--- src/rtl/fetch_ctrl_pkg.sv ---
// Shared definitions for the IF-stage fetch sequencer.
//   XLEN_DEF     : default datapath/address width
//   RESET_PC_DEF : default first fetch address after reset
//   INST_NOP     : bubble instruction (addi x0,x0,0)
//   fetch_state_e: fetch FSM states (2-bit encoding)
package fetch_ctrl_pkg;

  localparam int          XLEN_DEF     = 32;
  localparam logic [31:0] RESET_PC_DEF = 32'h0000_0000;
  localparam logic [31:0] INST_NOP     = 32'h0000_0013;

  typedef enum logic [1:0] {
    FETCH_REQ  = 2'd0,
    FETCH_WAIT = 2'd1,
    FETCH_KILL = 2'd2
  } fetch_state_e;

endpackage

--- src/rtl/fetch_ctrl_buf.sv ---
// One-entry {pc, inst, valid} buffer between the ROM response and IF/ID.
//   clk, rst        : clock, synchronous active-high reset
//   flush           : drop the entry (wins over load)
//   load            : capture load_pc/load_inst, mark valid
//   consume         : entry taken downstream, clear valid unless reloaded
//   pc, inst, valid : stored entry
module fetch_buf #(
  parameter int W = 32
) (
  input  logic         clk,
  input  logic         rst,
  input  logic         flush,
  input  logic         load,
  input  logic         consume,
  input  logic [W-1:0] load_pc,
  input  logic [W-1:0] load_inst,
  output logic [W-1:0] pc,
  output logic [W-1:0] inst,
  output logic         valid
);

  always_ff @(posedge clk) begin
    if (rst) begin
      valid <= 1'b0;
      pc    <= '0;
      inst  <= '0;
    end else if (flush) begin
      valid <= 1'b0;
    end else if (load) begin
      valid <= 1'b1;
      pc    <= load_pc;
      inst  <= load_inst;
    end else if (consume) begin
      valid <= 1'b0;
    end
  end

endmodule

--- src/rtl/fetch_ctrl.sv ---
// IF-stage fetch sequencer. Owns the PC, issues single-outstanding ROM
// requests (req/gnt/rvalid), drops responses made stale by a redirect and
// buffers one instruction for the IF/ID register.
//   clk_i, rst_i          : clock, synchronous active-high reset
//   stall_i               : pipeline stall; if_stall_o mirrors it
//   redirect_i/_pc_i      : branch/jump redirect (highest priority)
//   rom_req_o/rom_addr_o  : fetch request and word-aligned address
//   rom_gnt_i             : ROM accepts the request
//   rom_rvalid_i/_rdata_i : ROM response
//   pc_o, inst_o, valid_o : fetched instruction to IF/ID (NOP when invalid)
module fetch_ctrl
  import fetch_ctrl_pkg::*;
#(
  parameter int              XLEN     = XLEN_DEF,
  parameter logic [XLEN-1:0] RESET_PC = XLEN'(RESET_PC_DEF)
) (
  input  logic            clk_i,
  input  logic            rst_i,
  input  logic            stall_i,
  input  logic            redirect_i,
  input  logic [XLEN-1:0] redirect_pc_i,
  output logic            rom_req_o,
  output logic [XLEN-1:0] rom_addr_o,
  input  logic            rom_gnt_i,
  input  logic            rom_rvalid_i,
  input  logic [XLEN-1:0] rom_rdata_i,
  output logic [XLEN-1:0] pc_o,
  output logic [XLEN-1:0] inst_o,
  output logic            valid_o,
  output logic            if_stall_o
);

  fetch_state_e    state_q, state_d;
  logic [XLEN-1:0] pc_q, req_pc_q;
  logic [XLEN-1:0] buf_pc, buf_inst;
  logic            buf_valid;
  logic            consume, issue, load;

  // Only the word address of the target matters.
  logic unused_redirect_lsb;
  assign unused_redirect_lsb = ^redirect_pc_i[1:0];

  assign consume = buf_valid & ~stall_i;

  // Request only when the buffer will have room for the response; this keeps
  // a landing response from ever meeting a full buffer, even under stall.
  assign rom_req_o  = ~rst_i & (state_q == FETCH_REQ) & (~buf_valid | consume);
  assign rom_addr_o = pc_q;
  assign issue      = rom_req_o & rom_gnt_i;

  // Responses arriving in KILL, or together with a redirect, are stale.
  assign load = (state_q == FETCH_WAIT) & rom_rvalid_i & ~redirect_i;

  always_comb begin
    state_d = state_q;
    case (state_q)
      FETCH_REQ:  if (issue) state_d = redirect_i ? FETCH_KILL : FETCH_WAIT;
      FETCH_WAIT: begin
        if (rom_rvalid_i)    state_d = FETCH_REQ;
        else if (redirect_i) state_d = FETCH_KILL;
      end
      FETCH_KILL: if (rom_rvalid_i) state_d = FETCH_REQ;
      default:    state_d = FETCH_REQ;
    endcase
  end

  always_ff @(posedge clk_i) begin
    if (rst_i) begin
      state_q  <= FETCH_REQ;
      pc_q     <= RESET_PC;
      req_pc_q <= '0;
    end else begin
      state_q <= state_d;
      if (redirect_i)  pc_q <= {redirect_pc_i[XLEN-1:2], 2'b00};
      else if (issue)  pc_q <= pc_q + XLEN'(4);
      if (issue)       req_pc_q <= pc_q;
    end
  end

  fetch_buf #(.W(XLEN)) u_buf (
    .clk       (clk_i),
    .rst       (rst_i),
    .flush     (redirect_i),
    .load      (load),
    .consume   (consume),
    .load_pc   (req_pc_q),
    .load_inst (rom_rdata_i),
    .pc        (buf_pc),
    .inst      (buf_inst),
    .valid     (buf_valid)
  );

  assign valid_o    = buf_valid;
  assign pc_o       = buf_pc;
  assign inst_o     = buf_valid ? buf_inst : XLEN'(INST_NOP);
  assign if_stall_o = stall_i;

endmodule
--- config.mk ---
export PLATFORM = sky130hd
export DESIGN_NAME = fetch_ctrl
export DESIGN_NICKNAME = d
export VERILOG_FILES = /design/src/rtl/fetch_ctrl_pkg.sv /design/src/rtl/fetch_ctrl_buf.sv /design/src/rtl/fetch_ctrl.sv
export SDC_FILE = /design/constraint.sdc
export NUM_CORES = 1
export LEC_CHECK = 0
export CORE_AREA = 2 2 110 112
export DETAILED_ROUTE_END_ITERATION = 12
export DIE_AREA = 0 0 112 114
export GPL_TIMING_DRIVEN = 0
export HOLD_SLACK_MARGIN = 0.08
export PLACE_DENSITY = 0.82
export REMOVE_ABC_BUFFERS = 1
export SYNTH_ARGS = -nofsm -noshare
export SYNTH_HDL_FRONTEND = slang
export SYNTH_SLANG_ARGS = --single-unit
--- constraint.sdc ---
create_clock -name clk_i -period 2.5 [get_ports clk_i]
set_input_delay 0.75 -clock clk_i [delete_from_list [all_inputs] [get_ports clk_i]]
set_output_delay 0.75 -clock clk_i [all_outputs]
set_load 0.03 [all_outputs]
==> key figures, run 1 <==
STA
  • Final Worst Setup Slack: 0.0479 ns
  • Rel. slew slack: 0.512
  • Final setup vio count: 0
  • RSZ-0062 raised after global routing: false
  • Period minus WS final: 2.45 ns
  • Skew final: 0.00716 ns
  • Final period util: 0.981
  • Max Slew Vio Count: 0
  • Final hold viol count: 0
  • Worst-Margin Slew: 0.729 ns
  • Max Fclk: 408 MHz

Placement
  • Placement Setup Slack: -1.69 ns
  • Post-DP HPWL: 10.3 mm
  • Port-buffer cells: 162
  • RePlAce Congestion: 0.836
  • Area of placed instances: 0.00707 mm²
  • Placed insts: 950

Power and ir drop
  • Gate power share: 0.101
  • Max IR drop VDD: 0.000345 V
  • Switching Share: 0.241
  • P_sw: 1.28 mW
  • Clk network pwr share: 0.496
  • Power Internal: 4.03 mW
  • Power density over the cells: 676 mW/mm²
  • Leak: 2.85 nW
  • Reg power frac: 0.402

Drt
  • Via count: 5514
  • Vias per cell: 5.55
  • Pre-antenna DRT Iters: 5
  • DRC violations left: 0
  • Routed wire length: 16.3 mm
  • Initial drt markers: 411
  • Routed Antenna Nets: 0
  • Wire length per cell: 16.4 µm

Critical path
  • Worst Reg-to-Reg Cells: 4
  • Reg-to-reg endpoint: rom_addr_o[27]$_SDFFE_PP0P_
  • Critical path class: in -> reg
  • CP Capture Type: flip-flop
  • Crit start category: primary input
  • CP arrival: 2.70 ns
  • Critical path fanouts, max: 11
  • R2R Setup Slk: 0.14 ns
  • WP data required: 2.75 ns
  • Reg2Reg Launch Point: rom_addr_o[5]$_SDFFE_PP0P_

Global route
  • Largest net degree at the start of global routing: 55
  • Vias in the first global route: 5218
  • Total global-route track usage: 0.247
  • Total grt overflow: 0
  • Antenna violations before repair: 0
  • First-pass GRT wire length: 25.6 mm

Die
  • Die span in y: 114 µm
  • Core box area: 0.0117 mm²
  • I/O pins: 169
  • Initial Util: 0.459
  • FP Rows: 40
  • Chip Width: 112 µm
  • Die ar.: 0.0128 mm²

Finish
  • Fin area: 0.00786 mm²
  • Ant diodes: 0
  • Nets: 905
  • Fin util: 0.671
  • Fin cells: 994
  • FILL cells: 939
  • Layout cells sized above 1: 0.0803
  • Area occupied by multi-input gates: 0.00266 mm²
  • Most frequent cells in the layout: nand2_1 (199), clkdlybuf4s50_1 (127), dfxtp_1 (124)
  • Area Growth Syn to Fin: 46.3%
  • FF+latch area: 0.00251 mm²
  • Most common cell after layout, fill and taps aside: nand2_1

Job
  • Max cap viols: 0

Synthesis
  • #FFs+latches synth: 125
  • EDFF count, synth: 0
  • Number of unique standard cell types used by synthesis: 48
  • Yosys warning count: 0
  • Post-synth ARST share: 0
  • Synthesized area: 0.00537 mm²
  • Top_reg_cell synth: dfxtp_1
  • Cells after synthesis: 689
  • Sequential-to-total area share from yosys stat: 0.466
  • Avg Inst Size Synth: 7.80 µm²

Worst hold path
  • Min-delay worst type: reg -> reg
  • Worst hold stages: 2
  • HP Start: u_buf.inst[22]$_SDFFE_PP0P_
  • Hold Path Sink: u_buf.inst[22]$_SDFFE_PP0P_

CTS
  • Worst-case clock buffer depth: 2
  • Clock-pin transition on the worst setup and hold timing paths: 0.06 ns
  • TritonCTS clock tree: yes
  • H-tree Lvls: 4
  • Number of hold buffers added after cts: 0
  • Root buffer cell: clkbuf_16
  • Clock sinks: 125
  • Worst-Skew Late Latency: 0.42 ns
  • Num CTS Buffers: 17

Run status
  • Status: finished, final reports clean
-- critical path, stage by stage --
cell and delay, ns:
clkdlybuf4s50_1 0.77, nand3b_1 0.21, or4_2 0.59, o21ai_0 0.23, a221oi_1 0.13
-- per-stage QoR --
step	setup TNS [ns]	power, mW	hold WS (ns)
final	0	5.31	0.449
after detailed placement	-151.98	2.68	0.442
after CTS	0	5.34	0.450
after global placement	-329.69	2.66	0.437
after global routing	0	5.48	0.459
after floorplan	-36.44	2.38	0.425
-- flip-flops by register name, summed over array words and instances, names as in the netlist --
name / count
rom_addr_o: 30
req_pc_q: 30
state_q: 2
u_buf.inst: 32
u_buf.valid: 1
u_buf.pc: 30
-- per-layer routing --
metal  vias to the layer above  routed length (µm)  share of wire  track usage
li1                       2664                   -              -            -
met2                       239                7950           0.49        0.430
met5                         -                   0              0            0
met3                        38                1130          0.070       0.0584
met1                      2573                6840           0.42        0.302
met4                         0                 357          0.022       0.0821
-- cells by family (layout without fill, tap and decap cells) --
kind of cell	Yosys count	count (layout)	synth area share
compound gates	154	154	0.179
other cells	1	4	0.000698
fa+ha+maj	1	1	0.00233
simple gates	337	337	0.293
xor+xnor	6	6	0.00978
buf+inv	65	220	0.0496
flops	125	125	0.466
-- worst max path at each step --
stage / end / from / slack (ns) / cells after the start
floorplan: u_buf.inst[0]$_SDFFE_PP0P_ / rom_rvalid_i / -0.58 / 4
global placement: rom_req_o / rst_i / -3.96 / 3
detailed placement: u_buf.inst[16]$_SDFFE_PP0P_ / redirect_i / -1.69 / 6
CTS: rom_req_o / rst_i / 0.0004 / 4
global route: rom_addr_o[27]$_SDFFE_PP0P_ / rom_addr_o[8]$_SDFFE_PP0P_ / 0.008 / 4
finish: rom_addr_o[14]$_SDFFE_PP0P_ / rom_gnt_i / 0.05 / 5
-- what timing repair did --
action                     in CTS  in global routing
buffers inserted                4                  4
setup endpoints to repair     158                 60
pin swaps                       3                  2
gates cloned                    4                  0
gates resized for setup        49                  7
-- synthesized netlist by cell type (all sizes together), types with 4 or more instances --
library cell,number,share of area
o31ai,10,0.014
nor2,26,0.018
inv,10,0.0070
a21oi,95,0.088
xnor2,4,0.0065
and4,6,0.010
buf,8,0.0095
or4,15,0.021
nand3,11,0.010
a311oi,16,0.026
clkbuf,47,0.033
dfxtp,125,0.47
a211oi,8,0.011
or3,8,0.0095
nor4,4,0.0047
and3,4,0.0049
nand2,200,0.14
nand2b,9,0.010
nor3,4,0.0037
o21ai,7,0.0065
and2,35,0.041
nand4,11,0.014
-- layout make-up --
type / instances / share of cell area
Timing Repair inverter: 2 / 0.00159
Clock buffer: 19 / 0.0576
Sequential cell: 125 / 0.319
Tap cell: 147 / 0.0234
Clock inverter: 13 / 0.0240
Multi-Input combinational cell: 502 / 0.338
Inverter: 10 / 0.00525
Timing Repair Buffer: 176 / 0.231
-- power by group through the flow --
stage / Clock, mW / Combinational (mW) / Sequential, mW
after detailed placement: 0 / 0.505 / 2.18
final: 2.64 / 0.538 / 2.14
after CTS: 2.67 / 0.536 / 2.13
after global routing: 2.76 / 0.573 / 2.15
after global placement: 0 / 0.486 / 2.17
after floorplan: 0 / 0.155 / 2.22
No activity file was read; power rests on OpenSTA's default activity.
==> run 2, diff against run 1 <==
--- a/config.mk
+++ b/config.mk
@@ -5,13 +5,14 @@
 export SDC_FILE = /design/constraint.sdc
 export NUM_CORES = 1
 export LEC_CHECK = 0
-export CORE_AREA = 2 2 110 112
+export CORE_AREA = 2 2 116 118
 export DETAILED_ROUTE_END_ITERATION = 12
-export DIE_AREA = 0 0 112 114
+export DIE_AREA = 0 0 118 120
 export GPL_TIMING_DRIVEN = 0
 export HOLD_SLACK_MARGIN = 0.08
 export PLACE_DENSITY = 0.82
 export REMOVE_ABC_BUFFERS = 1
 export SYNTH_ARGS = -nofsm -noshare
 export SYNTH_HDL_FRONTEND = slang
+export SYNTH_HIERARCHICAL = 1
 export SYNTH_SLANG_ARGS = --single-unit
==> key figures, run 2 <==
Critical path
  • CP Capture Type: flip-flop (unchanged)
  • Critical path class: in -> reg (unchanged)
  • CP arrival: 2.75 ns (was 2.70 ns)
  • R2R Setup Slk: 0.18 ns (was 0.14 ns)
  • Critical path fanouts, max: 6 (was 11)
  • Crit start category: primary input (unchanged)
  • WP data required: 2.82 ns (was 2.75 ns)

Power and ir drop
  • Reg power frac: 0.437 (was 0.402)
  • Switching Share: 0.243 (was 0.241)
  • P_sw: 1.20 mW (was 1.28 mW)
  • Max IR drop VDD: 0.000374 V (was 0.000345 V)
  • Leak: 3.25 nW (was 2.85 nW)
  • Gate power share: 0.119 (was 0.101)
  • Clk network pwr share: 0.444 (was 0.496)
  • Power Internal: 3.74 mW (was 4.03 mW)
  • Power density over the cells: 573 mW/mm² (was 676 mW/mm²)
  • Power, Total: 4.94 mW (was 5.31 mW)

Drt
  • Initial drt markers: 397 (was 411)
  • DRC violations left: 0 (unchanged)
  • Wire length per cell: 17.8 µm (was 16.4 µm)
  • Via count: 5698 (was 5514)
  • Vias per cell: 5.53 (was 5.55)
  • Routed Antenna Nets: 0 (unchanged)
  • Pre-antenna DRT Iters: 5 (unchanged)
  • Routed wire length: 18.3 mm (was 16.3 mm)

Global route
  • Total grt overflow: 0 (unchanged)
  • Largest net degree at the start of global routing: 102 (was 55)
  • First-pass GRT wire length: 28.1 mm (was 25.6 mm)
  • Total global-route track usage: 0.248 (was 0.247)
  • Vias in the first global route: 5576 (was 5218)
  • Antenna violations before repair: 0 (unchanged)

Finish
  • Nets: 913 (was 905)
  • Most frequent cells in the layout: clkdlybuf4s50_1 (129), dfxtp_1 (126), nand2_1 (83) (was nand2_1 (199), clkdlybuf4s50_1 (127), dfxtp_1 (124))
  • Layout cells sized above 1: 0.0878 (was 0.0803)
  • Biggest regs: u_buf/inst: 32 flops, u_buf/pc: 32 flops
  • Area Growth Syn to Fin: 38.7% (was 46.3%)
  • Ant diodes: 0 (unchanged)
  • Most common cell after layout, fill and taps aside: clkdlybuf4s50_1 (was nand2_1)

Placement
  • RePlAce Congestion: 0.834 (was 0.836)
  • Post-DP HPWL: 10.7 mm (was 10.3 mm)
  • Port-buffer cells: 164 (was 162)

STA
  • Period minus WS final: 2.43 ns (was 2.45 ns)
  • Max Fclk: 411 MHz (was 408 MHz)
  • Rel. slew slack: 0.501 (was 0.512)
  • Max Slew Vio Count: 0 (unchanged)
  • Final period util: 0.972 (was 0.981)
  • Final hold viol count: 0 (unchanged)
  • Worst-Margin Slew: 0.748 ns (was 0.729 ns)
  • Hold slack: 0.461 ns (was 0.449 ns)
  • RSZ-0062 raised after global routing: false (unchanged)
  • Final setup vio count: 0 (unchanged)
  • Skew final: 0.00761 ns (was 0.00716 ns)

Die
  • Die ar.: 0.0142 mm² (was 0.0128 mm²)
  • Core box area: 0.0130 mm² (was 0.0117 mm²)
  • Die span in y: 120 µm (was 114 µm)
  • FP Rows: 42 (was 40)
  • Initial Util: 0.479 (was 0.459)
  • I/O pins: 169 (unchanged)
  • Chip Width: 118 µm (was 112 µm)

Synthesis
  • Synthesized area: 0.00621 mm² (was 0.00537 mm²)
  • Mux cell area share after synthesis: 0.00665 (was 0)
  • Sequential-to-total area share from yosys stat: 0.409 (was 0.466)
  • Xor/xnor share of the synthesized area: 0.0211 (was 0.00978)
  • Avg Inst Size Synth: 8.95 µm² (was 7.80 µm²)
  • Number of unique standard cell types used by synthesis: 49 (was 48)
  • Largest family of logic cells by synthesized area: simple AND/OR/NAND/NOR gates (unchanged)
  • Yosys warning count: 6 (was 0)
  • Compound-gate portion of the synthesized area: 0.107 (was 0.179)
  • Top-area cell type share of the netlist area: 0.409 (was 0.466)
  • Post-Synth Simple-Gate Area: 0.383 (was 0.293)
  • Area contributors post-synth: dfxtp_1 (41%), nand4bb_1 (12%), nand2b_1 (6.9%) (was dfxtp_1 (47%), nand2_1 (14%), a21oi_1 (8.8%))
  • #FFs+latches synth: 127 (was 125)
  • Cell taking the most area after synthesis: dfxtp_1 (unchanged)
  • Post-Synth Adder-Cell Area: 0.00201 (was 0.00233)
  • EDFF count, synth: 0 (unchanged)
  • Most frequent cell after synthesis: dfxtp_1 (was nand2_1)
  • Cells after synthesis: 694 (was 689)
  • Post-synth top cells: dfxtp_1 (127), nand2_1 (84), nand2b_1 (69) (was nand2_1 (200), dfxtp_1 (125), a21oi_1 (95))
  • Post-synth ARST share: 0 (unchanged)
  • Top_reg_cell synth: dfxtp_1 (unchanged)

CTS
  • Worst-case clock buffer depth: 2 (unchanged)
  • Clock sinks: 127 (was 125)
  • H-tree Lvls: 4 (unchanged)
  • Root buffer cell: clkbuf_16 (unchanged)
  • TritonCTS clock tree: yes (unchanged)
  • Worst-Skew Late Latency: 0.41 ns (was 0.42 ns)
  • Number of hold buffers added after cts: 0 (unchanged)
  • Clock-pin transition on the worst setup and hold timing paths: 0.05 ns (was 0.06 ns)
  • Num CTS Buffers: 17 (unchanged)

Run status
  • Status: finished, final reports clean (unchanged)

Worst hold path
  • Min-delay worst type: reg -> reg (unchanged)

Job
  • Max cap viols: 0 (unchanged)
==> run 2: worst max-delay path: stages <==
cell	delay, ns
clkdlybuf4s50_1	0.58
and3_2	0.32
nand3_4	0.12
or2_4	0.27
or4_1	0.46
a311oi_1	0.24
==> run 2: cell type report <==
| class | count | area (µm²) |
|---|---|---|
| timing repair buffer | 189 | 1950 |
| tap | 176 | 220 |
| inverter | 9 | 37.5 |
| clock buffer | 24 | 452 |
| clock inverter | 7 | 65.1 |
| fill | 1067 | 4370 |
| sequential | 127 | 2550 |
| multi-input combinational | 496 | 3330 |
| timing repair inverter | 2 | 12.5 |
==> run 2: per-stage QoR <==
step	utilization	cells	setup slack (ns)	TNS (ns)	cell area (µm²)
final	0.664	1030	0.0695	0	8610
after CTS	0.654	1024	0.000844	0	8490
after global routing	0.664	1030	0.00740	0	8610
after floorplan	-	631	-4.06	-270.30	5820
after detailed placement	0.600	978	-1.43	-128.87	7790
after global placement	0.592	971	-10.90	-991.50	7680
==> run 2: logic make-up after synthesis <==
| group | count (synthesis) |
|---|---|
| AO/OA/AOI/OAI | 109 |
| flip-flops | 127 |
| buffers and inverters | 75 |
| AND/OR/NAND/NOR | 362 |
| other | 1 |
| adder cells (fa/ha/maj) | 1 |
| XOR/XNOR | 15 |
| multiplexers | 4 |
==> run 2: what timing repair did <==
item,in CTS,in global routing
setup buffers,10,4
endpoints found under the setup margin,156,20
resized for setup,51,10
cloned,5,2
pin swaps,2,1
==> run 2: worst paths after layout <==
| check | start | endpoint | cells after the start |
|---|---|---|---|
| max | rom_gnt_i | rom_addr_o[31]$_SDFFE_PP0P_ | 6 |
| min | u_buf/inst[29]$_SDFFE_PP0P_ | u_buf/inst[29]$_SDFFE_PP0P_ | 2 |
| max reg2reg | u_buf/valid$_SDFFE_PP0P_ | rom_addr_o[31]$_SDFFE_PP0P_ | 7 |
| min reg2reg | u_buf/inst[29]$_SDFFE_PP0P_ | u_buf/inst[29]$_SDFFE_PP0P_ | 2 |
==> run 2: metal layers <==
| metal | routed length [µm] | global-route usage | vias up |
|---|---|---|---|
| met3 | 1180 | 0.0599 | 32 |
| met4 | 353 | 0.105 | 0 |
| met2 | 8820 | 0.420 | 201 |
| met1 | 7950 | 0.303 | 2729 |
| met5 | 0 | 0 | - |
| li1 | - | - | 2736 |
==> run 2: power groups by stage <==
stage               clock (mW)  combinational [mW]  sequential (mW)
global placement             0               0.536             2.19
CTS                       2.23               0.564             2.16
floorplan                    0               0.182             2.25
detailed placement           0               0.530             2.20
finish                    2.19               0.586             2.16
global route              2.32               0.621             2.17
